--- src/rtl/el_sync_src_pkg.sv ---
// Shared constants, FSM state type and rail helper for the dual-rail source stage.
package el_sync_src_pkg;

  localparam int RAIL_NUM = 2;
  localparam int IN_NUM   = 3;

  localparam int RAIL_F = 0;
  localparam int RAIL_T = 1;

  typedef enum logic {
    ST_IDLE = 1'b0,
    ST_WAIT = 1'b1
  } state_t;

  // Toggle mask for one link: bit value v flips rail v, the other rail holds.
  function automatic logic [RAIL_NUM-1:0] rail_flip(input logic v);
    logic [RAIL_NUM-1:0] mask;
    mask = '0;
    if (v) mask[RAIL_T] = 1'b1;
    else   mask[RAIL_F] = 1'b1;
    return mask;
  endfunction

endpackage

--- src/rtl/el_sync_src_ack_sync.sv ---
// One-bit multi-stage synchroniser for a two-phase ack arriving from the self-timed adder.
module el_ack_sync #(
  parameter int SYNC_STAGES = 2
) (
  input  logic clk,
  input  logic rst_n,
  input  logic ack_i,
  output logic ack_o
);

  logic [SYNC_STAGES-1:0] sync_q;
  logic [SYNC_STAGES-1:0] sync_d;

  // Shift the raw ack in at the bottom of the chain.
  always_comb begin
    sync_d = {sync_q[SYNC_STAGES-2:0], ack_i};
  end

  // Synchroniser flops, cleared by the async reset.
  always_ff @(posedge clk or negedge rst_n) begin
    if (!rst_n) sync_q <= '0;
    else        sync_q <= sync_d;
  end

  assign ack_o = sync_q[SYNC_STAGES-1];

endmodule

--- src/rtl/el_sync_src.sv ---
// Clocked source for the dual-rail full-adder pipeline: buffers operand words and
// launches each one as a two-phase dual-rail token on links A/B/C, one at a time.
//
//   state   | meaning
//   --------+--------------------------------------------------------------
//   ST_IDLE | no token outstanding; launch FIFO head when one is queued
//   ST_WAIT | token in flight; wait for all three synced acks to equal phase
module el_sync_src
  import el_sync_src_pkg::*;
#(
  parameter int FIFO_DEPTH  = 4,
  parameter int SYNC_STAGES = 2
) (
  input  logic                          clk,
  input  logic                          rst,
  input  logic                          in_valid,
  output logic                          in_ready,
  input  logic [IN_NUM-1:0]             in_data,
  output logic [RAIL_NUM-1:0]           out_a,
  output logic [RAIL_NUM-1:0]           out_b,
  output logic [RAIL_NUM-1:0]           out_c,
  input  logic                          ack_a_i,
  input  logic                          ack_b_i,
  input  logic                          ack_c_i,
  output logic [$clog2(FIFO_DEPTH):0]   level,
  output logic                          busy,
  output logic                          err
);

  localparam int PW = $clog2(FIFO_DEPTH);
  localparam int LW = PW + 1;
  localparam logic [PW-1:0] PTR_ONE  = PW'(1);
  localparam logic [LW-1:0] LVL_ONE  = LW'(1);
  localparam logic [LW-1:0] LVL_FULL = LW'(FIFO_DEPTH);

  state_t                state_q, state_d;
  logic [IN_NUM-1:0]     mem_q [FIFO_DEPTH];
  logic [IN_NUM-1:0]     mem_d [FIFO_DEPTH];
  logic [PW-1:0]         wr_ptr_q, wr_ptr_d;
  logic [PW-1:0]         rd_ptr_q, rd_ptr_d;
  logic [LW-1:0]         level_q, level_d;
  logic                  in_ready_q, in_ready_d;
  logic [RAIL_NUM-1:0]   out_a_q, out_a_d;
  logic [RAIL_NUM-1:0]   out_b_q, out_b_d;
  logic [RAIL_NUM-1:0]   out_c_q, out_c_d;
  logic                  phase_q, phase_d;
  logic                  err_q, err_d;
  logic [2:0]            matched_q, matched_d;

  logic [2:0]            ack_s;
  logic [2:0]            phase_vec;
  logic [IN_NUM-1:0]     head;
  logic                  wr_en;
  logic                  launch;

  el_ack_sync #(.SYNC_STAGES(SYNC_STAGES)) u_sync_a (
    .clk(clk), .rst_n(rst), .ack_i(ack_a_i), .ack_o(ack_s[0])
  );
  el_ack_sync #(.SYNC_STAGES(SYNC_STAGES)) u_sync_b (
    .clk(clk), .rst_n(rst), .ack_i(ack_b_i), .ack_o(ack_s[1])
  );
  el_ack_sync #(.SYNC_STAGES(SYNC_STAGES)) u_sync_c (
    .clk(clk), .rst_n(rst), .ack_i(ack_c_i), .ack_o(ack_s[2])
  );

  // FIFO bookkeeping, token launch, ack completion and protocol error detection.
  always_comb begin
    wr_en     = in_valid && in_ready_q;
    launch    = (state_q == ST_IDLE) && (level_q != '0);
    head      = mem_q[rd_ptr_q];
    phase_vec = {3{phase_q}};

    state_d   = state_q;
    mem_d     = mem_q;
    wr_ptr_d  = wr_ptr_q;
    rd_ptr_d  = rd_ptr_q;
    level_d   = level_q;
    out_a_d   = out_a_q;
    out_b_d   = out_b_q;
    out_c_d   = out_c_q;
    phase_d   = phase_q;
    err_d     = err_q;
    matched_d = matched_q;

    if (wr_en) begin
      mem_d[wr_ptr_q] = in_data;
      wr_ptr_d        = wr_ptr_q + PTR_ONE;
    end
    if (launch) rd_ptr_d = rd_ptr_q + PTR_ONE;

    case ({wr_en, launch})
      2'b10:   level_d = level_q + LVL_ONE;
      2'b01:   level_d = level_q - LVL_ONE;
      default: level_d = level_q;
    endcase
    // Registered so it can never combine with a same-edge pop while full.
    in_ready_d = (level_d != LVL_FULL);

    case (state_q)
      ST_IDLE: begin
        if (ack_s != phase_vec) err_d = 1'b1;
        if (launch) begin
          out_a_d   = out_a_q ^ rail_flip(head[0]);
          out_b_d   = out_b_q ^ rail_flip(head[1]);
          out_c_d   = out_c_q ^ rail_flip(head[2]);
          phase_d   = ~phase_q;
          matched_d = '0;
          state_d   = ST_WAIT;
        end
      end
      ST_WAIT: begin
        // A link that already acked must not move again within the same token.
        if ((matched_q & (ack_s ^ phase_vec)) != '0) err_d = 1'b1;
        matched_d = matched_q | ~(ack_s ^ phase_vec);
        if (ack_s == phase_vec) state_d = ST_IDLE;
      end
      default: state_d = ST_IDLE;
    endcase
  end

  // State, FIFO and rail registers; reset drops any queued or in-flight token.
  always_ff @(posedge clk or negedge rst) begin
    if (!rst) begin
      state_q    <= ST_IDLE;
      for (int i = 0; i < FIFO_DEPTH; i++) mem_q[i] <= '0;
      wr_ptr_q   <= '0;
      rd_ptr_q   <= '0;
      level_q    <= '0;
      in_ready_q <= 1'b0;
      out_a_q    <= '0;
      out_b_q    <= '0;
      out_c_q    <= '0;
      phase_q    <= 1'b0;
      err_q      <= 1'b0;
      matched_q  <= '0;
    end else begin
      state_q    <= state_d;
      mem_q      <= mem_d;
      wr_ptr_q   <= wr_ptr_d;
      rd_ptr_q   <= rd_ptr_d;
      level_q    <= level_d;
      in_ready_q <= in_ready_d;
      out_a_q    <= out_a_d;
      out_b_q    <= out_b_d;
      out_c_q    <= out_c_d;
      phase_q    <= phase_d;
      err_q      <= err_d;
      matched_q  <= matched_d;
    end
  end

  assign in_ready = in_ready_q;
  assign level    = level_q;
  assign busy     = (state_q == ST_WAIT);
  assign err      = err_q;
  assign out_a    = out_a_q;
  assign out_b    = out_b_q;
  assign out_c    = out_c_q;

endmodule

--- config.mk ---
export PLATFORM = sky130hd
export DESIGN_NAME = el_sync_src
export DESIGN_NICKNAME = d
export VERILOG_FILES = /design/src/rtl/el_sync_src_pkg.sv /design/src/rtl/el_sync_src_ack_sync.sv /design/src/rtl/el_sync_src.sv
export SDC_FILE = /design/constraint.sdc
export NUM_CORES = 1
export LEC_CHECK = 0
export BUFFER_PORTS_ARGS = -buffer_cell sky130_fd_sc_hd__buf_2
export CORE_UTILIZATION = 34
export CTS_BUF_LIST = sky130_fd_sc_hd__clkbuf_8
export DETAILED_ROUTE_END_ITERATION = 10
export PLACE_DENSITY = 0.6
export SKIP_LAST_GASP = 1
export SYNTH_ARGS = -nofsm -noshare
export SYNTH_HDL_FRONTEND = slang
export SYNTH_SLANG_ARGS = --single-unit
export TNS_END_PERCENT = 1
--- constraint.sdc ---
create_clock -name clk -period 3 [get_ports clk]
set_input_delay 0.9 -clock clk [delete_from_list [all_inputs] [get_ports clk]]
set_output_delay 0.9 -clock clk [all_outputs]
set_load 0.05 [all_outputs]
==> qor.txt <==
Mux contribution to synthesized area = 13.8%
DR DRC count = 0
Initial antenna violation count = 0
Post-route setup TNS = 0 ns
Most used cell, CP = inv_1
CP Launch Point = level[0]$_DFF_PN0_
Flops & latches, synth = 38
Worst IR Drop VDD = 359 µV
Die Y-Extent = 72.7 µm
Kind of critical path = reg2reg
Vias in the first global route = 997
CP peak stage delay = 0.45 ns
Total congestion overflow = 0
Via count = 982
Final #Nets = 158
WL final = 2930 µm
Unrepaired setup endpoints after global routing = false
Largest net degree at the start of global routing = 39
Fin. Hold Viols = 0
Critical-path top delay cell = dfrtp_1
Synth-to-Final Area Change = 15.6%
Clock skew = 0.00875 ns
Critical Path Source Type = flip-flop
Number of flip-flops in the largest register = 12
CTS-repair resized insts = 0
Synth Instances = 118
Area leader, netlist = dfrtp_1
# diodes = 0
Worst hold path type = reg2reg
Crit path to = in_ready$_DFF_PN0_
Worst r2r dst = in_ready$_DFF_PN0_
Max-Cap Viols = 0
Global Route Usage Sum = 13.1%
# hold bufs at CTS = 0
CP Data Arrival Time = 2.71 ns
Final Setup Violations = 0
Critical Path Fanout Max = 8
Minimum clock period = 2.53 ns
Xor and xnor area share after synthesis = 7.73%
First-pass GRT wire length = 4960 µm
Synth Area in Adders = 4.86%
Outcome = finished, final reports clean
CP delay by family, top = simple AND/OR/NAND/NOR gates
Average cell area after synthesis = 14.4 µm²
Post-CTS setup buffer count = 0
Reg2Reg Setup Slack = 0.47 ns
Count of pins over their slew limit = 0
Fill count = 463
Synth warnings = 0
Share of total power in combinational logic = 44.5%
Share of layout cells above drive strength 1 = 36.8%
Die Wd = 72.7 µm
Reg-to-reg startpoint = level[0]$_DFF_PN0_
Hold Crit Depth = 0
Yosys top cell area share = 55.9%
Initial core utilization = 35.8%
Number of port buffers = 20
Core Area = 4750 µm²
Top reg by flops = mem_q
WP data required = 3.18 ns
Switching fraction of total power = 41.4%
FF+latch area = 951 µm²
Synth area leaders = dfrtp_1, mux2_2, mux4_1, xor2_1, ha_1
Via density = 4.65
Antenna viol nets, final = 0
GP Congestion = 0.695
Area after DPL = 1870 µm²
Row cnt = 25
Internal Pwr Total = 1.35 mW
Post-Synth Simple-Gate Area = 10.0%
CTS Buf Count = 5
Net Switching = 953 µW
DP HPWL = 2170 µm
Leak Pwr = 0.873 nW
Wirelength per Cell = 13.9 µm
Fmax = 396 MHz
Worst R2R Path Depth = 9
Fin area = 1970 µm²
Most used DFF post-synth = dfrtp_1
Largest family of logic cells by synthesized area = multiplexers
Multi-input logic area = 702 µm²
CTS tree = yes
Root Driver = clkbuf_8
Total Die Area = 5290 µm²
Initial DRC count = 72
Max clock buf depth = 2
Cell Pwr Density = 1170 nW/µm²
Crit end category = flip-flop
Clock Power Share = 15.7%
Clk sinks = 38
Slew @ Worst Pin = 0.816 ns
CP Depth = 9
EDFF count, synth = 0
Flop pwr share = 39.8%
Max transition margin = 45.6%
Clk slew on worst S/H paths = 0.07 ns
WP buf/inv = 2
Yosys cell types = 31
DRT Pass-1 Iters = 3
Complex-gate fraction of the synthesized area = 4.86%
Synthesized area = 1700 µm²
Async set-or-reset flop fraction in the synthesized netlist = 100%
Skew-Pair Late Insertion Delay = 0.29 ns
Seq/Total Area, Yosys = 55.9%
Crit-path cells = nor3_4 -> or2_2 -> inv_1 -> ha_1 -> inv_1 -> fa_1 -> xor2_1 -> or3_1 -> a211o_1
Tcrit/Tclk final = 84.3%
Htree depth = 2
Syn Nets = 133
# IOs = 21
==> cells in the mapped netlist (2+ instances only) <==
| library cell | count |
|---|---|
| a22o_1 | 2 |
| buf_2 | 2 |
| dfrtp_1 | 38 |
| ha_1 | 5 |
| inv_1 | 7 |
| mux2_2 | 13 |
| mux4_1 | 3 |
| nand2_1 | 3 |
| nand2b_1 | 2 |
| nand3_1 | 5 |
| nor3_2 | 3 |
| nor3b_2 | 3 |
| xnor2_1 | 6 |
| xor2_1 | 9 |
==> power by group through the flow <==
stage / logic, mW / registers, mW / clock network, mW
final: 1.03 / 0.916 / 0.361
after global routing: 1.12 / 0.951 / 0.398
after CTS: 1.04 / 0.920 / 0.373
after detailed placement: 1.04 / 0.930 / 0
after global placement: 1.00 / 0.909 / 0
after floorplan: 0.615 / 1.12 / 0
==> layout make-up <==
class,instances,area share (%)
flip-flops and latches,38,48.4
well taps,67,4.26
repair buffers,21,5.47
multi-input cells,70,35.7
clock inverters,2,0.637
clock buffers,6,4.20
inverters,7,1.34
==> stage by stage <==
stage / hold WS, ns / instances / worst slack (ns) / total power, mW / util [%]
after global placement: 0.334 / 203 / 0.359 / 1.91 / 39.3
after detailed placement: 0.336 / 203 / 0.305 / 1.97 / 39.3
after floorplan: 0.331 / 118 / 0.213 / 1.74 / -
after global routing: 0.369 / 211 / 0.337 / 2.47 / 41.3
final: 0.352 / 211 / 0.472 / 2.30 / 41.3
after CTS: 0.354 / 211 / 0.456 / 2.34 / 41.3
==> worst register-to-register path: cells and delay by family, from the launching register on <==
kind	cells	cell delay [ns]
DFF	1	0.45
and+or+nand+nor	3	0.81
buffers and inverters	2	0.16
xor gates and xnor gates	1	0.16
adders and majority gates	2	0.55
AOI/OAI and AO/OA	1	0.30
==> cell families (layout without fill, tap and decap cells) <==
| logic type | count (synthesis) | count (layout) |
|---|---|---|
| muxes | 17 | 17 |
| adders and majority gates | 6 | 6 |
| DFF | 38 | 38 |
| AOI/OAI and AO/OA | 10 | 10 |
| buffers and inverters | 10 | 36 |
| and+or+nand+nor | 22 | 22 |
| xor gates and xnor gates | 15 | 15 |
==> layout by cell type (no fill, tap or decap) <==
cell type	Yosys	final
a211o_1	1	1
a211oi_1	1	1
a211oi_2	1	1
a21oi_1	1	1
a221oi_1	1	1
a22o_1	2	2
a31o_2	1	1
buf_2	2	20
buf_4	0	1
clkbuf_8	0	6
clkinv_2	0	1
clkinvlp_4	0	1
dfrtp_1	38	38
fa_1	1	1
ha_1	5	5
inv_1	7	7
mux2_2	13	13
mux2i_1	1	1
mux4_1	3	3
nand2_1	3	3
nand2b_1	2	2
nand3_1	5	5
nand4_1	1	1
nor3_2	3	3
nor3_4	1	1
nor3b_1	1	1
nor3b_2	3	3
o21ai_0	1	1
o2bb2ai_1	1	1
or2_2	1	1
or3_1	1	1
or4_4	1	1
xnor2_1	6	6
xor2_1	9	9
==> metal layers <==
| metal | GRT usage [%] | part of all wire [%] |
|---|---|---|
| met1 | 15.6 | 43 |
| met2 | 20.9 | 50 |
| met3 | 3.04 | 3.5 |
| met4 | 9.15 | 2.9 |
| met5 | 0 | 0 |
==> worst min path at each step <==
| stage | startpoint | to | slack [ns] |
|---|---|---|---|
| CTS | u_sync_a.sync_q[0]$_DFF_PN0_ | u_sync_a.sync_q[1]$_DFF_PN0_ | 0.35 |
| global placement | u_sync_a.sync_q[0]$_DFF_PN0_ | u_sync_a.sync_q[1]$_DFF_PN0_ | 0.33 |
| floorplan | u_sync_a.sync_q[0]$_DFF_PN0_ | u_sync_a.sync_q[1]$_DFF_PN0_ | 0.33 |
| global route | u_sync_a.sync_q[0]$_DFF_PN0_ | u_sync_a.sync_q[1]$_DFF_PN0_ | 0.37 |
| finish | u_sync_a.sync_q[0]$_DFF_PN0_ | u_sync_a.sync_q[1]$_DFF_PN0_ | 0.35 |
| detailed placement | u_sync_a.sync_q[0]$_DFF_PN0_ | u_sync_a.sync_q[1]$_DFF_PN0_ | 0.34 |
(Power assumes the default switching activity.)
